## config.mk

```make
export PLATFORM = sky130hd
export DESIGN_NAME = gcd_requester_flat
export DESIGN_NICKNAME = d
export VERILOG_FILES = /design/src/rtl/gcd_requester_if.sv /design/src/rtl/gcd_requester.sv /design/src/flat_wrapper.sv
export SDC_FILE = /design/constraint.sdc
export NUM_CORES = 1
export LEC_CHECK = 0
export ABC_AREA = 1
export CAP_MARGIN = 15
export CORE_UTILIZATION = 55
export CTS_CLUSTER_DIAMETER = 120
export DETAILED_ROUTE_END_ITERATION = 8
export GPL_TIMING_DRIVEN = 0
export PLACE_DENSITY = 0.89
export SLEW_MARGIN = 15
export SYNTH_ARGS = -nofsm -noshare
export SYNTH_HDL_FRONTEND = slang
export SYNTH_SLANG_ARGS = --single-unit
export TNS_END_PERCENT = 10
```

## constraint.sdc

```tcl
create_clock -name clk -period 4.3 [get_ports clk]
set_input_delay 0.645 -clock clk [delete_from_list [all_inputs] [get_ports clk]]
set_output_delay 0.645 -clock clk [all_outputs]
set_load 0.02 [all_outputs]
```

## src/rtl/gcd_requester_if.sv

```systemverilog
// Handshake bundle between gcd_requester and its environment.
// Carries the upstream operand stream (req_*), the GCD unit operand and result
// channels (ops_*, res_*), the downstream result record (out_*) and the
// done_cnt/err status.
//   master : requester side (drives req_rdy, ops_*, res_rdy, out_*, done_cnt, err)
//   slave  : environment side (source, GCD unit and sink)
interface gcd_requester_if #(
  parameter int unsigned WL   = 8,
  parameter int unsigned TAGW = 8
);
  logic            req_val;
  logic            req_rdy;
  logic [WL-1:0]   req_a;
  logic [WL-1:0]   req_b;
  logic            ops_val;
  logic            ops_rdy;
  logic [WL-1:0]   ops_a;
  logic [WL-1:0]   ops_b;
  logic            res_val;
  logic            res_rdy;
  logic [WL-1:0]   res_data;
  logic            out_val;
  logic            out_rdy;
  logic [WL-1:0]   out_a;
  logic [WL-1:0]   out_b;
  logic [WL-1:0]   out_gcd;
  logic [TAGW-1:0] out_tag;
  logic [15:0]     done_cnt;
  logic            err;

  modport master (
    input  req_val, req_a, req_b, ops_rdy, res_val, res_data, out_rdy,
    output req_rdy, ops_val, ops_a, ops_b, res_rdy,
           out_val, out_a, out_b, out_gcd, out_tag, done_cnt, err
  );

  modport slave (
    output req_val, req_a, req_b, ops_rdy, res_val, res_data, out_rdy,
    input  req_rdy, ops_val, ops_a, ops_b, res_rdy,
           out_val, out_a, out_b, out_gcd, out_tag, done_cnt, err
  );
endinterface

```

## src/rtl/gcd_requester.sv

```systemverilog
// Initiator for a GCD compute unit. Operand pairs from upstream are queued in a
// DEPTH-entry FIFO, issued one at a time over ops_val/ops_rdy, and each result
// (res_val/res_rdy) is returned downstream as a record {a, b, gcd, tag}.
// Pairs with a zero operand are answered locally (gcd = a | b) without a GCD
// transaction. A sticky err flag sets after TMO cycles waiting for a result.
// Ports:
//   clk  : clock, rising edge
//   rst  : asynchronous active-high reset
//   bus  : gcd_requester_if.master (req_*, ops_*, res_*, out_*, done_cnt, err)
module gcd_requester #(
  parameter int unsigned WL    = 8,
  parameter int unsigned DEPTH = 4,
  parameter int unsigned TAGW  = 8,
  parameter int unsigned TMO   = 1024
) (
  input  logic            clk,
  input  logic            rst,
  gcd_requester_if.master bus
);

  localparam int unsigned AW = $clog2(DEPTH);
  localparam int unsigned CW = $clog2(TMO + 1);
  localparam logic [CW-1:0] TmoMax  = CW'(TMO);
  localparam logic [CW-1:0] TmoLast = CW'(TMO - 1);

  typedef enum logic [0:0] {StIdle, StWait} state_e;

  state_e          state_q;
  logic [AW:0]     wr_ptr_q, rd_ptr_q;
  logic [WL-1:0]   mem_a [DEPTH];
  logic [WL-1:0]   mem_b [DEPTH];
  logic [WL-1:0]   hold_a_q, hold_b_q;
  logic [TAGW-1:0] hold_tag_q, tag_q;
  logic [CW-1:0]   wait_cnt_q;
  logic            out_val_q;
  logic [WL-1:0]   out_a_q, out_b_q, out_gcd_q;
  logic [TAGW-1:0] out_tag_q;
  logic [15:0]     done_cnt_q;
  logic            err_q;

  logic          full, empty, head_zero, slot_free;
  logic          push, issue, bypass, pop, res_fire, out_fire;
  logic [WL-1:0] head_a, head_b;

  // Extra pointer bit distinguishes full from empty when the indices match.
  assign empty     = (wr_ptr_q == rd_ptr_q);
  assign full      = (wr_ptr_q[AW] != rd_ptr_q[AW]) &&
                     (wr_ptr_q[AW-1:0] == rd_ptr_q[AW-1:0]);
  assign head_a    = mem_a[rd_ptr_q[AW-1:0]];
  assign head_b    = mem_b[rd_ptr_q[AW-1:0]];
  assign head_zero = (head_a == '0) || (head_b == '0);
  assign slot_free = !out_val_q || bus.out_rdy;

  assign bus.req_rdy = !full;
  assign bus.ops_val = (state_q == StIdle) && !empty && !head_zero;
  assign bus.ops_a   = head_a;
  assign bus.ops_b   = head_b;
  assign bus.res_rdy = (state_q == StWait) && slot_free;

  assign push     = bus.req_val && !full;
  assign issue    = bus.ops_val && bus.ops_rdy;
  assign bypass   = (state_q == StIdle) && !empty && head_zero && slot_free;
  assign pop      = issue || bypass;
  assign res_fire = bus.res_val && bus.res_rdy;
  assign out_fire = out_val_q && bus.out_rdy;

  assign bus.out_val  = out_val_q;
  assign bus.out_a    = out_a_q;
  assign bus.out_b    = out_b_q;
  assign bus.out_gcd  = out_gcd_q;
  assign bus.out_tag  = out_tag_q;
  assign bus.done_cnt = done_cnt_q;
  assign bus.err      = err_q;

  // Storage carries no reset: only the pointers define which entries are live.
  always_ff @(posedge clk) begin
    if (push) begin
      mem_a[wr_ptr_q[AW-1:0]] <= bus.req_a;
      mem_b[wr_ptr_q[AW-1:0]] <= bus.req_b;
    end
  end

  always_ff @(posedge clk or posedge rst) begin
    if (rst) begin
      state_q    <= StIdle;
      wr_ptr_q   <= '0;
      rd_ptr_q   <= '0;
      hold_a_q   <= '0;
      hold_b_q   <= '0;
      hold_tag_q <= '0;
      tag_q      <= '0;
      wait_cnt_q <= '0;
      out_val_q  <= 1'b0;
      out_a_q    <= '0;
      out_b_q    <= '0;
      out_gcd_q  <= '0;
      out_tag_q  <= '0;
      done_cnt_q <= '0;
      err_q      <= 1'b0;
    end else begin
      if (push) wr_ptr_q <= wr_ptr_q + (AW+1)'(1);
      if (pop)  rd_ptr_q <= rd_ptr_q + (AW+1)'(1);

      if (out_fire) begin
        out_val_q  <= 1'b0;
        done_cnt_q <= done_cnt_q + 16'd1;
      end

      // A reload below overrides the clear above in the same cycle.
      unique case (state_q)
        StIdle: begin
          if (issue) begin
            hold_a_q   <= head_a;
            hold_b_q   <= head_b;
            hold_tag_q <= tag_q;
            tag_q      <= tag_q + TAGW'(1);
            wait_cnt_q <= '0;
            state_q    <= StWait;
          end else if (bypass) begin
            out_val_q <= 1'b1;
            out_a_q   <= head_a;
            out_b_q   <= head_b;
            out_gcd_q <= head_a | head_b;
            out_tag_q <= tag_q;
            tag_q     <= tag_q + TAGW'(1);
          end
        end
        StWait: begin
          // Counter saturates at TMO; err is sticky until reset.
          if (wait_cnt_q != TmoMax) wait_cnt_q <= wait_cnt_q + CW'(1);
          if (wait_cnt_q == TmoLast) err_q <= 1'b1;
          if (res_fire) begin
            out_val_q <= 1'b1;
            out_a_q   <= hold_a_q;
            out_b_q   <= hold_b_q;
            out_gcd_q <= bus.res_data;
            out_tag_q <= hold_tag_q;
            state_q   <= StIdle;
          end
        end
        default: state_q <= StIdle;
      endcase
    end
  end

endmodule

```

## src/flat_wrapper.sv

```systemverilog
// flat-port wrapper written by rule: the top's interface ports become plain ports
module gcd_requester_flat 
#(
  parameter int unsigned WL    = 8,
  parameter int unsigned DEPTH = 4,
  parameter int unsigned TAGW  = 8,
  parameter int unsigned TMO   = 1024
)
  (clk, rst, bus_req_val, bus_req_a, bus_req_b, bus_ops_rdy, bus_res_val, bus_res_data, bus_out_rdy, bus_req_rdy, bus_ops_val, bus_ops_a, bus_ops_b, bus_res_rdy, bus_out_val, bus_out_a, bus_out_b, bus_out_gcd, bus_out_tag, bus_done_cnt, bus_err);
  gcd_requester_if #(.WL(WL), .TAGW(TAGW)) bus_i ();
  input  logic clk;
  input  logic rst;
  input wire logic [$bits(bus_i.req_val)-1:0] bus_req_val;
  input wire logic [$bits(bus_i.req_a)-1:0] bus_req_a;
  input wire logic [$bits(bus_i.req_b)-1:0] bus_req_b;
  input wire logic [$bits(bus_i.ops_rdy)-1:0] bus_ops_rdy;
  input wire logic [$bits(bus_i.res_val)-1:0] bus_res_val;
  input wire logic [$bits(bus_i.res_data)-1:0] bus_res_data;
  input wire logic [$bits(bus_i.out_rdy)-1:0] bus_out_rdy;
  output wire logic [$bits(bus_i.req_rdy)-1:0] bus_req_rdy;
  output wire logic [$bits(bus_i.ops_val)-1:0] bus_ops_val;
  output wire logic [$bits(bus_i.ops_a)-1:0] bus_ops_a;
  output wire logic [$bits(bus_i.ops_b)-1:0] bus_ops_b;
  output wire logic [$bits(bus_i.res_rdy)-1:0] bus_res_rdy;
  output wire logic [$bits(bus_i.out_val)-1:0] bus_out_val;
  output wire logic [$bits(bus_i.out_a)-1:0] bus_out_a;
  output wire logic [$bits(bus_i.out_b)-1:0] bus_out_b;
  output wire logic [$bits(bus_i.out_gcd)-1:0] bus_out_gcd;
  output wire logic [$bits(bus_i.out_tag)-1:0] bus_out_tag;
  output wire logic [$bits(bus_i.done_cnt)-1:0] bus_done_cnt;
  output wire logic [$bits(bus_i.err)-1:0] bus_err;
  assign bus_i.req_val = bus_req_val;
  assign bus_i.req_a = bus_req_a;
  assign bus_i.req_b = bus_req_b;
  assign bus_i.ops_rdy = bus_ops_rdy;
  assign bus_i.res_val = bus_res_val;
  assign bus_i.res_data = bus_res_data;
  assign bus_i.out_rdy = bus_out_rdy;
  assign bus_req_rdy = bus_i.req_rdy;
  assign bus_ops_val = bus_i.ops_val;
  assign bus_ops_a = bus_i.ops_a;
  assign bus_ops_b = bus_i.ops_b;
  assign bus_res_rdy = bus_i.res_rdy;
  assign bus_out_val = bus_i.out_val;
  assign bus_out_a = bus_i.out_a;
  assign bus_out_b = bus_i.out_b;
  assign bus_out_gcd = bus_i.out_gcd;
  assign bus_out_tag = bus_i.out_tag;
  assign bus_done_cnt = bus_i.done_cnt;
  assign bus_err = bus_i.err;
  gcd_requester #(.WL(WL), .DEPTH(DEPTH), .TAGW(TAGW), .TMO(TMO)) u_core (.clk(clk), .rst(rst), .bus(bus_i));
endmodule
```

* Word-level counts from Yosys, hierarchy flattened
Memory sizes are Yosys's and may differ from the RTL's. Cells that the tools add are included. W data, S select, Z words.
Storage, ports and cells: output and inout bits 69, memories kept 2, flip-flop bits (word level) 100, bits of input ports 30, bits in writable memories 64
Memory list:
- u_core.mem_a | words 4, width 8, read ports 1, clocked after memory_dff 0, write ports 1, RTL line gcd_requester.sv:30 | logic [WL-1:0] mem_a [DEPTH];
- u_core.mem_b | words 4, width 8, read ports 1, clocked after memory_dff 0, write ports 1, RTL line gcd_requester.sv:31 | logic [WL-1:0] mem_b [DEPTH];
Operators by class: reductions and logical operators 25, add/subtract/negate cells 5, bitwise logic cells 2, eq/ne operators 10, muxes and demuxes 31
Operators by type and width (number):
- $mux W8 | 14
- $pmux W8 S2 | 4
- $mux W11 | 2
- $pmux W11 S2 | 1
- $add A16 B1 Y16 const B | 1
- $logic_not A8 Y1 | 2
- $add A11 B1 Y11 const B | 1
- $eq A11 B10 Y1 const B | 1
- $ne A11 B11 Y1 const B | 1
- $logic_and A1 B1 Y1 | 10
- $add A8 B1 Y8 const B | 1
- $mux W1 | 8
- $or A8 B8 Y8 | 1
- $reduce_and A2 Y1 | 4
- $add A3 B1 Y3 const B | 2
- $ne A2 B2 Y1 const B | 3
- $logic_not A1 Y1 | 4
- $ne A2 B1 Y1 const B | 2
- $pmux W1 S2 | 2
- $eq A3 B3 Y1 | 1
- $logic_or A1 B1 Y1 | 3
- $reduce_and A3 Y1 | 1
- $eq A2 B2 Y1 | 1
- $reduce_bool A2 Y1 | 1
- other kinds (2) | 2

* Longest topological paths before layout
depth in word-level cells 8, depth in mapped cells 17

* Least setup slack after synthesis
Ideal clock, no wire load.
path type register to register, from register u_core.rd_ptr_q[0], to memory u_core.mem_a[3][0], enable pin, clock period less this slack 2361 ps, stages on the path, launching flop included 7, path slack 1939 ps, library setup time 391 ps, arrival time 1969 ps, cells stage by stage dfrtp_1 -> buf_6 -> buf_6 -> xnor2_1 -> nand3_1 -> nand2_1 -> nor2_1
Between the ends: word-level cells in the longest chain between the ends 6
Ends and longest elaborated chain:
- start: declaration | RTL line gcd_requester.sv:29 | logic [AW:0] wr_ptr_q, rd_ptr_q;
- start signal: assignment | RTL line gcd_requester.sv:102 | if (pop) rd_ptr_q <= rd_ptr_q + (AW+1)'(1);
- $eq A2 B2 Y1 | RTL line gcd_requester.sv:48 | (wr_ptr_q[AW-1:0] == rd_ptr_q[AW-1:0]);
- $logic_and A1 B1 Y1 | RTL line gcd_requester.sv:47 | assign full = (wr_ptr_q[AW] != rd_ptr_q[AW]) &&
- $logic_not A1 Y1
- via bus_req_rdy | RTL line flat_wrapper.sv:20 | output wire logic [$bits(bus_i.req_rdy)-1:0] bus_req_rdy;
- $logic_and A1 B1 Y1 | RTL line gcd_requester.sv:60 | assign push = bus.req_val && !full;
- $mux W1 | RTL line gcd_requester.sv:77 | if (push) begin
- $mux W1 (implied by the code) | RTL line gcd_requester.sv:78 | mem_a[wr_ptr_q[AW-1:0]] <= bus.req_a;
- end: declaration | RTL line gcd_requester.sv:30
The timed path passes the listed nets, and every way through them passes these cells.

* Final worst setup path
from register u_core.rd_ptr_q[0], to output bus_ops_val
Between the ends: word-level cells in the longest chain between the ends 5, elaborated cells between the ends (all ways) 10, those cells by class eq/ne (1); reduce/logical (7); memory (2)
Ends and longest elaborated chain:
- $mem_v2 Z4 W8 (on tied branches)
- $logic_not A8 Y1 | RTL line gcd_requester.sv:51 | assign head_zero = (head_a == '0) || (head_b == '0);
- $logic_or A1 B1 Y1 | RTL line gcd_requester.sv:51
- $logic_not A1 Y1 | RTL line gcd_requester.sv:55 | assign bus.ops_val = (state_q == StIdle) && !empty && !head_zero;
- $logic_and A1 B1 Y1 (*) | RTL line gcd_requester.sv:55
- end: declaration | RTL line flat_wrapper.sv:21 | output wire logic [$bits(bus_i.ops_val)-1:0] bus_ops_val;
Every way passes the cells marked *; elsewhere a longest branch is shown, timed or not.

==> flow_metrics.py <==
metrics = {
    "outcome": {
        "status": "finished clean",
    },
    "detailed_routing": {
        "drt_first_pass_iters": 6,
        "remaining_drc_errors": 0,
        "via_per_inst": 5.30,
        "via_count": 5681,
        "wl_um": 16600,
        "wl_per_cell_um": 15.5,
        "drt_iter0_drc": 358,
        "ant_nets": 0,
    },
    "clocking": {
        "cts_resized": 0,
        "numCtsBuffers": 17,
        "post-cts-setup-buffer-count": 0,
        "hold_buffers": 0,
        "clk_latency_ns": 0.44,
        "cts_tree": "built",
        "clkSinkCount": 164,
        "h-tree-depth": 4,
        "clockRootBuffer": "clkbuf_16",
        "clock_path_buffers": 2,
        "clk_pin_slew_ns": 0.06,
    },
    "grt": {
        "antenna_found_initial": 0,
        "grt_pass1_wl_um": 27500,
        "grt_usage_pct": 25.8,
        "grt_pass1_vias": 5657,
        "grt_overflow": 0,
        "grt_max_degree": 63,
    },
    "flow_run": {
        "cap_violations": 0,
    },
    "sta": {
        "finalCriticalPeriod_ns": 3.29,
        "relSlewSlack_pct": 41.5,
        "skew_ns": 0.00783,
        "post-route-period-util_pct": 76.5,
        "tightestPinTransition_ns": 0.876,
        "rsz0062_at_grt": "false",
        "final_hold_viol_count": 0,
        "finalSetupTns_ns": 0,
        "max_freq_mhz": 304,
        "setup_viol": 0,
        "drv_slew": 0,
    },
    "cells_and_area": {
        "diodes": 0,
        "layout-drive-gt1-share_pct": 8.67,
        "mostFrequentLayoutCell": "nand2_1",
        "utilization_pct": 71.6,
        "fillers": 862,
        "syn2layout_area_growth_pct": 24.9,
        "layout_common_cells": "284 x nand2_1, 100 x dfrtp_1, 98 x clkdlybuf4s50_1, 87 x nand3_1, 64 x edfxtp_1",
        "nNetsFinal": 926,
    },
    "floorplanning": {
        "initial_core_util_pct": 57.4,
        "die-area_um2": 13800,
        "core_um2": 12800,
        "dieHeight_um": 118,
        "io-pin-count": 99,
        "num_rows": 41,
        "fp.dieW_um": 118,
    },
    "critical_path": {
        "r2r_end": "u_core.mem_a[1][2]$_DFFE_PP_",
        "r2r_slack_ns": 2.02,
        "cp-start-kind": "register",
        "cp-startpoint": "u_core.rd_ptr_q[0]$_DFFE_PP0P_",
        "worst_r2r_path_depth": 6,
        "crit_path_end_kind": "output pin",
        "crit_end": "bus_ops_val",
        "critPathRequiredTime_ns": 3.65,
        "crit-reg2reg-launch": "u_core.rd_ptr_q[1]$_DFFE_PP0P_",
        "crit_type": "register to output pin",
        "worstPathMaxFanout": 10,
        "critPathArrivalTime_ns": 2.64,
    },
    "synthesis": {
        "ys_seq_area_share_pct": 60.1,
        "synthSimpleGateAreaFrac_pct": 23.7,
        "synth_seq_cells": 164,
        "synthAdderAreaFrac_pct": 1.53,
        "avgSynthCellArea_um2": 9.58,
        "synthMuxAreaShare_pct": 0,
        "synth_cell_type_count": 31,
        "syn-num-nets": 807,
        "synth-compound-area-share_pct": 3.66,
        "syn_area_um2": 7360,
        "synth_xor_area_share_pct": 4.29,
        "async_flop_share_pct": 61.0,
        "ys_top_cells_by_area": "dfrtp_1 34%, edfxtp_1 26%, nand2_1 14%",
        "synth_largest_area_cell": "dfrtp_1",
        "synthFlopType": "dfrtp_1",
        "yosysWarnings": 0,
        "synth_edf_count": 64,
        "syn-instance-count": 768,
        "synth_top_cell_area_share_pct": 34.0,
        "synth_top_family_by_area": "simple AND/OR/NAND/NOR gates",
    },
    "hold_path": {
        "hold_class": "register to register",
        "hold_depth": 2,
    },
    "power_and_ir_drop": {
        "p_leak_uw": 0.00420,
        "powerDensity_nw_per_um2": 814,
        "ir_worst_vdd_mv": 0.418,
    },
    "placed_design": {
        "place_congestion": 0.855,
        "io_buffer_count": 98,
        "dp_hpwl_um": 11900,
    },
}
[critical path, cell delays in order, from the launching register on]
cell             delay, ns
dfrtp_1               0.40
buf_6                 0.15
inv_4                 0.08
buf_6                 0.14
nand2_1               0.07
nand3_1               0.07
nand2_1               0.14
nand2_1               0.10
nor2_1                0.04
nand2_1               0.09
nand2_2               0.11
nor2_4                0.16
clkdlybuf4s50_1       0.63
[through the flow]
stage	hold WS, ns	instances	setup WS [ns]	area (um^2)	power [uW]
2_1_floorplan	0.453	768	1.04	7360	4650
3_3_place_gp	0.442	1038	-0.338	8550	5810
3_5_place_dp	0.459	1040	1.54	8600	5930
4_1_cts	0.475	1072	1.04	9190	7450
5_1_grt	0.497	1072	0.910	9190	7930
6_report	0.472	1072	1.01	9190	7470
[synthesized netlist by cell type (3+ instances only)]
master    count
nand2_1     284
dfrtp_1     100
nand3_1      87
edfxtp_1     64
inv_1        57
xor2_1       25
o21ai_0      23
nor2_1       21
o21ai_1      17
buf_6        12
xnor2_1      11
ha_1          9
buf_4         8
buf_2         7
clkbuf_1      6
nor3_1        6
o22ai_1       6
nand4_1       5
a21oi_1       3
nand2_4       3
[worst min-delay path by stage]
stage / slack [ns] / endpoint / start
3_3_place_gp: 0.44 / u_core.bus.err$_DFFE_PP0P_ / u_core.bus.err$_DFFE_PP0P_
3_5_place_dp: 0.46 / u_core.bus.out_a[6]$_DFFE_PP0P_ / u_core.bus.out_a[6]$_DFFE_PP0P_
2_1_floorplan: 0.45 / u_core.hold_a_q[1]$_DFFE_PP0P_ / u_core.hold_a_q[1]$_DFFE_PP0P_
4_1_cts: 0.48 / u_core.bus.out_b[7]$_DFFE_PP0P_ / u_core.bus.out_b[7]$_DFFE_PP0P_
6_report: 0.47 / u_core.bus.out_b[7]$_DFFE_PP0P_ / u_core.bus.out_b[7]$_DFFE_PP0P_
5_1_grt: 0.50 / u_core.bus.done_cnt[15]$_DFFE_PP0P_ / u_core.bus.done_cnt[15]$_DFFE_PP0P_
[where the power goes]
part	internal [uW]	switching (uW)	leakage, uW
Combinational	1330	2200	0.00205
Sequential	2160	288	0.00187
Clock	858	643	0.000276
Total	4340	3130	0.00420
[state kept, by name, summed over array words and instances, names as in the netlist, 3 cells and up]
register	cells
u_core.bus.done_cnt	16
u_core.bus.out_a	8
u_core.bus.out_b	8
u_core.bus.out_gcd	8
u_core.bus.out_tag	8
u_core.hold_a_q	8
u_core.hold_b_q	8
u_core.hold_tag_q	8
u_core.mem_a	32
u_core.mem_b	32
u_core.rd_ptr_q	3
u_core.tag_q	8
u_core.wait_cnt_q	11
u_core.wr_ptr_q	3
[routing by layer]
layer | track usage [%] | wire length (um) | up-vias
li1 | - | - | 2725
met1 | 31.7 | 6710 | 2676
met2 | 43.1 | 8310 | 233
met3 | 5.96 | 1030 | 47
met4 | 12.3 | 510 | 0
met5 | 0 | 0 | -
[layout make-up]
class / count / area, um^2 / share of cell area (%)
Inverter: 62 / 240 / 2.62
Multi-Input combinational cell: 509 / 2450 / 26.7
Clock buffer: 17 / 425 / 4.63
Sequential cell: 164 / 4420 / 48.2
Buffer: 33 / 253 / 2.75
Clock inverter: 15 / 156 / 1.70
Tap cell: 172 / 215 / 2.34
Timing Repair Buffer: 100 / 1020 / 11.1
[kinds of logic after synthesis]
logic type               count (synthesis)
AO/OA/AOI/OAI                           51
XOR/XNOR                                36
flip-flops                             164
adder cells (fa/ha/maj)                  9
buffers and inverters                   95
AND/OR/NAND/NOR                        413
Note: power is estimated with default switching activity, not from simulation.
